`config.mk`:
```
export PLATFORM = sky130hd
export DESIGN_NAME = seg_frame_decoder
export DESIGN_NICKNAME = d
export VERILOG_FILES = /design/src/rtl/seg_frame_decoder.sv
export SDC_FILE = /design/constraint.sdc
export NUM_CORES = 1
export LEC_CHECK = 0
export BUFFER_PORTS_ARGS = -buffer_cell sky130_fd_sc_hd__clkbuf_2
export CORE_UTILIZATION = 25
export DETAILED_ROUTE_END_ITERATION = 16
export SLEW_MARGIN = 20
export SYNTH_ARGS = -nofsm -noshare
export SYNTH_HDL_FRONTEND = slang
export SYNTH_SLANG_ARGS = --single-unit
```
`constraint.sdc`:
```
create_clock -name clk -period 3.9 [get_ports clk]
set_input_delay 0.78 -clock clk [delete_from_list [all_inputs] [get_ports clk]]
set_output_delay 0.78 -clock clk [all_outputs]
set_load 0.01 [all_outputs]
```
`src/rtl/seg_frame_decoder.sv`:
```
// rtl/seg_frame_decoder.sv - debounced seven-segment bus read-back into 16-bit frames
// Samples the multiplexed segment bus, accepts stable digits, assembles 4-digit frames.
module seg_frame_decoder #(
  parameter int STABLE_CYCLES = 4
) (
  input  logic        clk,
  input  logic        rst,
  input  logic [7:0]  seg_in,
  input  logic [3:0]  digit_en_n,
  input  logic        out_ready,
  output logic        out_valid,
  output logic [15:0] out_value,
  output logic [3:0]  out_dp,
  output logic        out_err,
  output logic        overrun
);

  localparam int CW = $clog2(STABLE_CYCLES + 1);
  localparam logic [CW-1:0] STABLE_MAX = CW'(STABLE_CYCLES);

  logic [7:0]    samp_seg;
  logic [3:0]    samp_en;
  logic [7:0]    prev_seg;
  logic [3:0]    prev_en;
  logic [CW-1:0] stab_cnt;
  logic [CW-1:0] cnt_next;
  logic          accepted;
  logic          accepted_next;
  logic          qualified;
  logic          same;
  logic          accept;
  logic [1:0]    idx;

  logic [4:0]    decoded;
  logic          dec_err;
  logic [3:0]    dec_nib;
  logic          dec_dp;

  logic [3:0]    slot_nib [4];
  logic [3:0]    slot_dp;
  logic [3:0]    slot_err;
  logic [3:0]    mask;
  logic [3:0]    mask_next;
  logic [3:0]    err_next;
  logic          frame_full;
  logic          load;

  // Active-high gfedcba pattern to {error, nibble}; unknown patterns decode as 0 with error.
  function automatic logic [4:0] seg_decode(input logic [6:0] code);
    logic [4:0] r;
    case (code)
      7'h3F: r = 5'h00;
      7'h06: r = 5'h01;
      7'h5B: r = 5'h02;
      7'h4F: r = 5'h03;
      7'h66: r = 5'h04;
      7'h6D: r = 5'h05;
      7'h7D: r = 5'h06;
      7'h07: r = 5'h07;
      7'h7F: r = 5'h08;
      7'h6F: r = 5'h09;
      7'h77: r = 5'h0A;
      7'h7C: r = 5'h0B;
      7'h39: r = 5'h0C;
      7'h5E: r = 5'h0D;
      7'h79: r = 5'h0E;
      7'h71: r = 5'h0F;
      default: r = 5'h10;
    endcase
    return r;
  endfunction

  always_comb begin
    qualified = 1'b1;
    idx       = 2'd0;
    case (samp_en)
      4'b1110: idx = 2'd0;
      4'b1101: idx = 2'd1;
      4'b1011: idx = 2'd2;
      4'b0111: idx = 2'd3;
      default: qualified = 1'b0;
    endcase
  end

  assign same = (samp_seg == prev_seg) && (samp_en == prev_en);

  // Count includes the current sample, so a new pattern starts at 1.
  always_comb begin
    cnt_next = '0;
    if (qualified) begin
      if (!same) begin
        cnt_next = CW'(1);
      end else if (stab_cnt == STABLE_MAX) begin
        cnt_next = STABLE_MAX;
      end else begin
        cnt_next = stab_cnt + CW'(1);
      end
    end
  end

  // The old accept flag only blocks when the sample is unchanged.
  assign accept        = qualified && (cnt_next == STABLE_MAX) && !(accepted && same);
  assign accepted_next = accept || (accepted && same && qualified);

  assign decoded = seg_decode(~samp_seg[6:0]);
  assign dec_err = decoded[4];
  assign dec_nib = decoded[3:0];
  assign dec_dp  = ~samp_seg[7];

  assign frame_full = (mask == 4'b1111);
  assign load       = frame_full && (!out_valid || out_ready);

  // Completion clears first, so a same-cycle accept lands in the next frame.
  always_comb begin
    mask_next = frame_full ? 4'b0000 : mask;
    err_next  = frame_full ? 4'b0000 : slot_err;
    if (accept) begin
      mask_next[idx] = 1'b1;
      err_next[idx]  = dec_err;
    end
  end

  always_ff @(posedge clk) begin
    if (rst) begin
      samp_seg  <= '0;
      samp_en   <= '0;
      prev_seg  <= '0;
      prev_en   <= '0;
      stab_cnt  <= '0;
      accepted  <= 1'b0;
      for (int i = 0; i < 4; i++) begin
        slot_nib[i] <= '0;
      end
      slot_dp   <= '0;
      slot_err  <= '0;
      mask      <= '0;
      out_valid <= 1'b0;
      out_value <= '0;
      out_dp    <= '0;
      out_err   <= 1'b0;
      overrun   <= 1'b0;
    end else begin
      samp_seg <= seg_in;
      samp_en  <= digit_en_n;
      prev_seg <= samp_seg;
      prev_en  <= samp_en;
      stab_cnt <= cnt_next;
      accepted <= accepted_next;

      if (accept) begin
        slot_nib[idx] <= dec_nib;
        slot_dp[idx]  <= dec_dp;
      end
      slot_err <= err_next;
      mask     <= mask_next;

      if (load) begin
        out_valid <= 1'b1;
        out_value <= {slot_nib[3], slot_nib[2], slot_nib[1], slot_nib[0]};
        out_dp    <= slot_dp;
        out_err   <= |slot_err;
      end else if (out_valid && out_ready) begin
        out_valid <= 1'b0;
      end

      if (frame_full && out_valid && !out_ready) begin
        overrun <= 1'b1;
      end
    end
  end

endmodule

```
---- Yosys cells after proc, flatten, opt, wreduce, memory -nomap -nowiden ----
Memory sizes are Yosys's and may differ from the RTL's. A register that Yosys moved wholly into a read port is not among the register bits.
Cells that the tools add are included.
word-level totals
  memories ................................ 1
  bits in writable memories ............... 16
  output and inout bits ................... 23
  bits of input ports ..................... 15
  register bits ........................... 47
  word-level logic and storage cells ...... 88
memories
  name      depth  bits a word  rd ports  clocked after Yosys merged registers in  write ports  line  RTL
  slot_nib  4      4            4         4                                        4            39    logic [3:0] slot_nib [4];
operators by class
  multiplexer cells ....................... 24
  bitwise gates (word level) .............. 3
  reductions and logical operators ........ 19
  magnitude comparators ................... 2
  $add $sub $neg .......................... 1
  equal/unequal tests ..................... 25
operator list
  cell                 number
  $eq 7x7->1 const B   12
  $pmux 5 s16          1
  $mux 4               5
  $eq 4x4->1 const B   4
  $eq 7x3->1 const B   2
  $eq 7x6->1 const B   2
  $reduce_or 4->1      3
  $logic_and 1x1->1    10
  $mux 1               10
  $mux 3               3
  $bwmux 4             2
  $eq 8x8->1           1
  $not 7->7            1
  $eq 3x3->1 const B   2
  $pmux 2 s3           1
  $eq 4x3->1 const B   1
  $eq 4x4->1           1
  $or 4x4->4           1
  $add 3x1->3 const B  1
  $logic_not 1->1      3
  $lt 2x3->1 const B   1
  $demux 1 s2          1
  $ge 2x1->1 const B   1
  $logic_or 1x1->1     2
  other kinds (3)      3

---- Depth between registers and ports, before layout ----
  depth after elaboration ................. 12
  gate-level depth with buffers ........... 8
  depth with buffers taken out ............ 7

---- Worst setup path before layout ----
Ideal clock, no wire load.
  path type ............................... register to register
  start point ............................. reg stab_cnt[0]
  end point ............................... mem slot_nib[0][0] (enable)
  path buffers ............................ 0
  cell stages (with the launch flop) ...... 8
  slack ................................... 1.847 ns
  library setup time ...................... 0.310 ns
  data arrival time ....................... 1.743 ns
  path through ............................ dfxtp_1 > inv_1 > ha_1 > and4bb_2 > a31oi_1 > nor4_4 > nand2_1 > nand2b_1
RTL lines
  what                      line  RTL
  start: declaration        25    logic [CW-1:0] stab_cnt;
  start signal: assignment  147   stab_cnt <= cnt_next;
  end: declaration          39

==> results.cfg <==
[floorplan]
dieHeight_um = 117
core_region_area_sq_mm = 0.0127
initial_utilization_pct = 25.9
placement_rows = 41
fp.dieArea_sq_mm = 0.0136
dieWidth_um = 117
boundaryPins = 38

[timing]
worst_pin_slew_ns = 0.724
final_period_minus_worst_setup_slack_ns = 2.58
worst_slack_ns = 1.32
finalMaxSlewViolations = 0
setup_total_negative_slack_ns = 0
worst_slew_margin_rel_pct = 51.4
final_hold_violations = 0
timing.final.setup_violations = 0
clock.fmax_mhz = 387
timing.clock.skew_ns = 0.00824
period_share_pct = 66.3
rsz0062_at_grt = no

[critical_path]
critPathArrivalTime_ns = 2.61
worstPathRequired_ns = 3.93
r2r_slack_ns = 1.32
category_of_the_worst_setup_path_launch_point = flop
path_max_fanout = 16
timing_worst_setup_path_type = reg2reg
crit_path_end_kind = flop

[route]
drc = 0
wl_met2_um = 3200
detail_route.wirelength_um = 6620
topRoutingLayerUsed = met4
dr.first_iter.drc_count = 153
wire_per_inst_um = 11.9
dr_wl_met3_um = 319
drt_first_pass_iters = 4
met1_length_um = 3070
drtAntennaViolNets = 0
vias_per_cell = 4.47
routed-via-count = 2476

[cts]
clk_pin_slew_ns = 0.06
postCtsHoldBufs = 0
post_cts_buffers = 0
numCtsBuffers = 9
cts_num_sinks = 79
h-tree-depth = 3
clock_latency_ns = 0.33
ctsResizeCount = 0
clockRootBuffer = sky130_fd_sc_hd__clkbuf_16
cts-root-to-sink-buffers = 2
cts_tree = built

[synthesis]
syn-cell-area_sq_mm = 0.00329
synthDistinctLibCells = 50
yosys_most_used_dff = sky130_fd_sc_hd__dfxtp_1
post_synth_inst_count = 352
synth_edf_count = 16
mean_area_per_synthesized_cell_sq_um = 9.36
syn_nets = 369
yosysWarnings = 0
synthArstFlopShare_pct = 0
seq_total_area_yosys_pct = 52.9
synth_seq_cells = 79

[global_route]
grt_start_max_net_pins = 41
gr-total-overflow = 0
grt_first_pass_wirelength_um = 11100
first_global_vias = 2261
global_route.usage.total_pct = 10.6
antenna_found_initial = 0

[cells_and_area]
antennaDiodeCount = 0
mostFrequentLayoutCells = sky130_fd_sc_hd__dfxtp_1, sky130_fd_sc_hd__nand2_1, sky130_fd_sc_hd__a21oi_1, sky130_fd_sc_hd__clkbuf_2, sky130_fd_sc_hd__nor2b_1
syn2layout_area_growth_pct = 17.5
multi_input_combinational_cell_area_sq_mm = 0.00140
seq_area_sq_mm = 0.00174
final_nets = 394
fraction_of_layout_instances_using_a_drive_strength_above_1_pct = 15.4
utilization_pct = 30.4
final.fill_count = 1371
mostFrequentLayoutCell = sky130_fd_sc_hd__dfxtp_1

[placed_design]
place_congestion = 0.873
io_buffer_count = 37
place.detailed.hpwl_um = 4800
dp_worst_setup_slack_ns = 1.33

[run]
timing.max_cap.violations = 0

[hold_path]
min-delay-path-class = reg2reg

[power_and_ir_drop]
powerDensity_mw_per_mm2 = 446
power_leakage_nw = 1.43
power.ir.vdd_worst_v = 0.000193
post-layout-total-power_w = 0.00173

[outcome]
run_status = finished, final reports clean
==> sequential cells by signal (all words and copies together), names as in the netlist <==
name       cells
out_err        1
out_dp         4
slot_dp        4
overrun        1
slot_err       4
out_value     16
out_valid      1
mask           4
stab_cnt       3
samp_en        4
samp_seg       8
accepted       1
slot_nib      16
prev_seg       8
prev_en        4
==> critical path, stage by stage (launching register included) <==
cell                       delay, ns
sky130_fd_sc_hd__dfxtp_1        0.36
sky130_fd_sc_hd__inv_1          0.07
sky130_fd_sc_hd__ha_1           0.32
sky130_fd_sc_hd__and4bb_2       0.29
sky130_fd_sc_hd__a31oi_1        0.07
sky130_fd_sc_hd__nor4_4         0.70
sky130_fd_sc_hd__nand2_1        0.25
sky130_fd_sc_hd__nand2b_1       0.23
==> per-stage QoR <==
step	area, sq um	std cells	hold slack [ns]
6_report	3870	554	0.455
5_1_grt	3870	554	0.472
4_1_cts	3870	554	0.458
3_5_place_dp	3590	538	0.450
3_3_place_gp	3590	538	0.445
2_1_floorplan	3290	352	0.432
==> Yosys cell counts, types with 2 or more instances <==
library cell,instances,area [sq um]
sky130_fd_sc_hd__edfxtp_1,16,480
sky130_fd_sc_hd__xnor2_1,15,131
sky130_fd_sc_hd__nor3b_1,6,45.0
sky130_fd_sc_hd__inv_1,8,30.0
sky130_fd_sc_hd__nand2b_1,5,31.3
sky130_fd_sc_hd__dfxtp_1,63,1260
sky130_fd_sc_hd__nand2_1,62,233
sky130_fd_sc_hd__clkbuf_1,12,45.0
sky130_fd_sc_hd__or3_1,3,18.8
sky130_fd_sc_hd__nor3_1,4,20.0
sky130_fd_sc_hd__nand3_1,3,15.0
sky130_fd_sc_hd__o211ai_1,3,22.5
sky130_fd_sc_hd__nand4_1,5,31.3
sky130_fd_sc_hd__nor4bb_1,2,20.0
sky130_fd_sc_hd__a32oi_1,2,17.5
sky130_fd_sc_hd__a211oi_1,3,22.5
sky130_fd_sc_hd__mux2i_1,4,40.0
sky130_fd_sc_hd__buf_6,2,22.5
sky130_fd_sc_hd__or3b_2,2,17.5
sky130_fd_sc_hd__a311oi_1,2,17.5
sky130_fd_sc_hd__a21boi_0,3,22.5
sky130_fd_sc_hd__and2_1,3,18.8
sky130_fd_sc_hd__nor4_1,2,12.5
sky130_fd_sc_hd__buf_2,10,50.1
sky130_fd_sc_hd__nor2b_1,26,163
sky130_fd_sc_hd__ha_1,2,25.0
sky130_fd_sc_hd__a21oi_1,37,185
sky130_fd_sc_hd__nor2_1,25,93.8
==> per-layer routing <==
| metal | GRT usage, % | vias to the layer above |
|---|---|---|
| met5 | 0 | - |
| met4 | 3.12 | 0 |
| met3 | 3.91 | 4 |
| met2 | 17.4 | 49 |
| met1 | 13.2 | 1170 |
| li1 | - | 1253 |
==> power by group <==
| group | switching (W) | total (W) | internal [W] | leakage [nW] |
|---|---|---|---|---|
| Combinational | 0.0000397 | 0.0000768 | 0.0000371 | 0.623 |
| Sequential | 0.0000261 | 0.000875 | 0.000849 | 0.679 |
| Clock | 0.000338 | 0.000775 | 0.000437 | 0.132 |
==> logic make-up after synthesis <==
| kind of cell | share of synthesized area (%) |
|---|---|
| muxes | 1.22 |
| and+or+nand+nor | 24.6 |
| DFF | 52.9 |
| buffers and inverters | 4.60 |
| xor gates and xnor gates | 4.25 |
| adders and majority gates | 0.759 |
| AOI/OAI and AO/OA | 11.7 |
==> cell type report <==
cell class / instances / share of cell area (%)
well taps: 172 / 5.56
clock buffers: 9 / 5.82
repair buffers: 39 / 5.17
inverters: 8 / 0.776
multi-input cells: 240 / 36.2
flip-flops and latches: 79 / 45.0
clock inverters: 7 / 1.45
==> path summary, 6_finish.rpt <==
| check | from | endpoint | cells after the start |
|---|---|---|---|
| setup / recovery | stab_cnt[0] | slot_nib[1][3] | 7 |
| hold / removal | out_value[14] | out_value[14] | 2 |
| setup reg to reg | stab_cnt[0] | slot_nib[1][3] | 7 |
| hold reg to reg | out_value[14] | out_value[14] | 2 |
(Power assumes the default switching activity.)
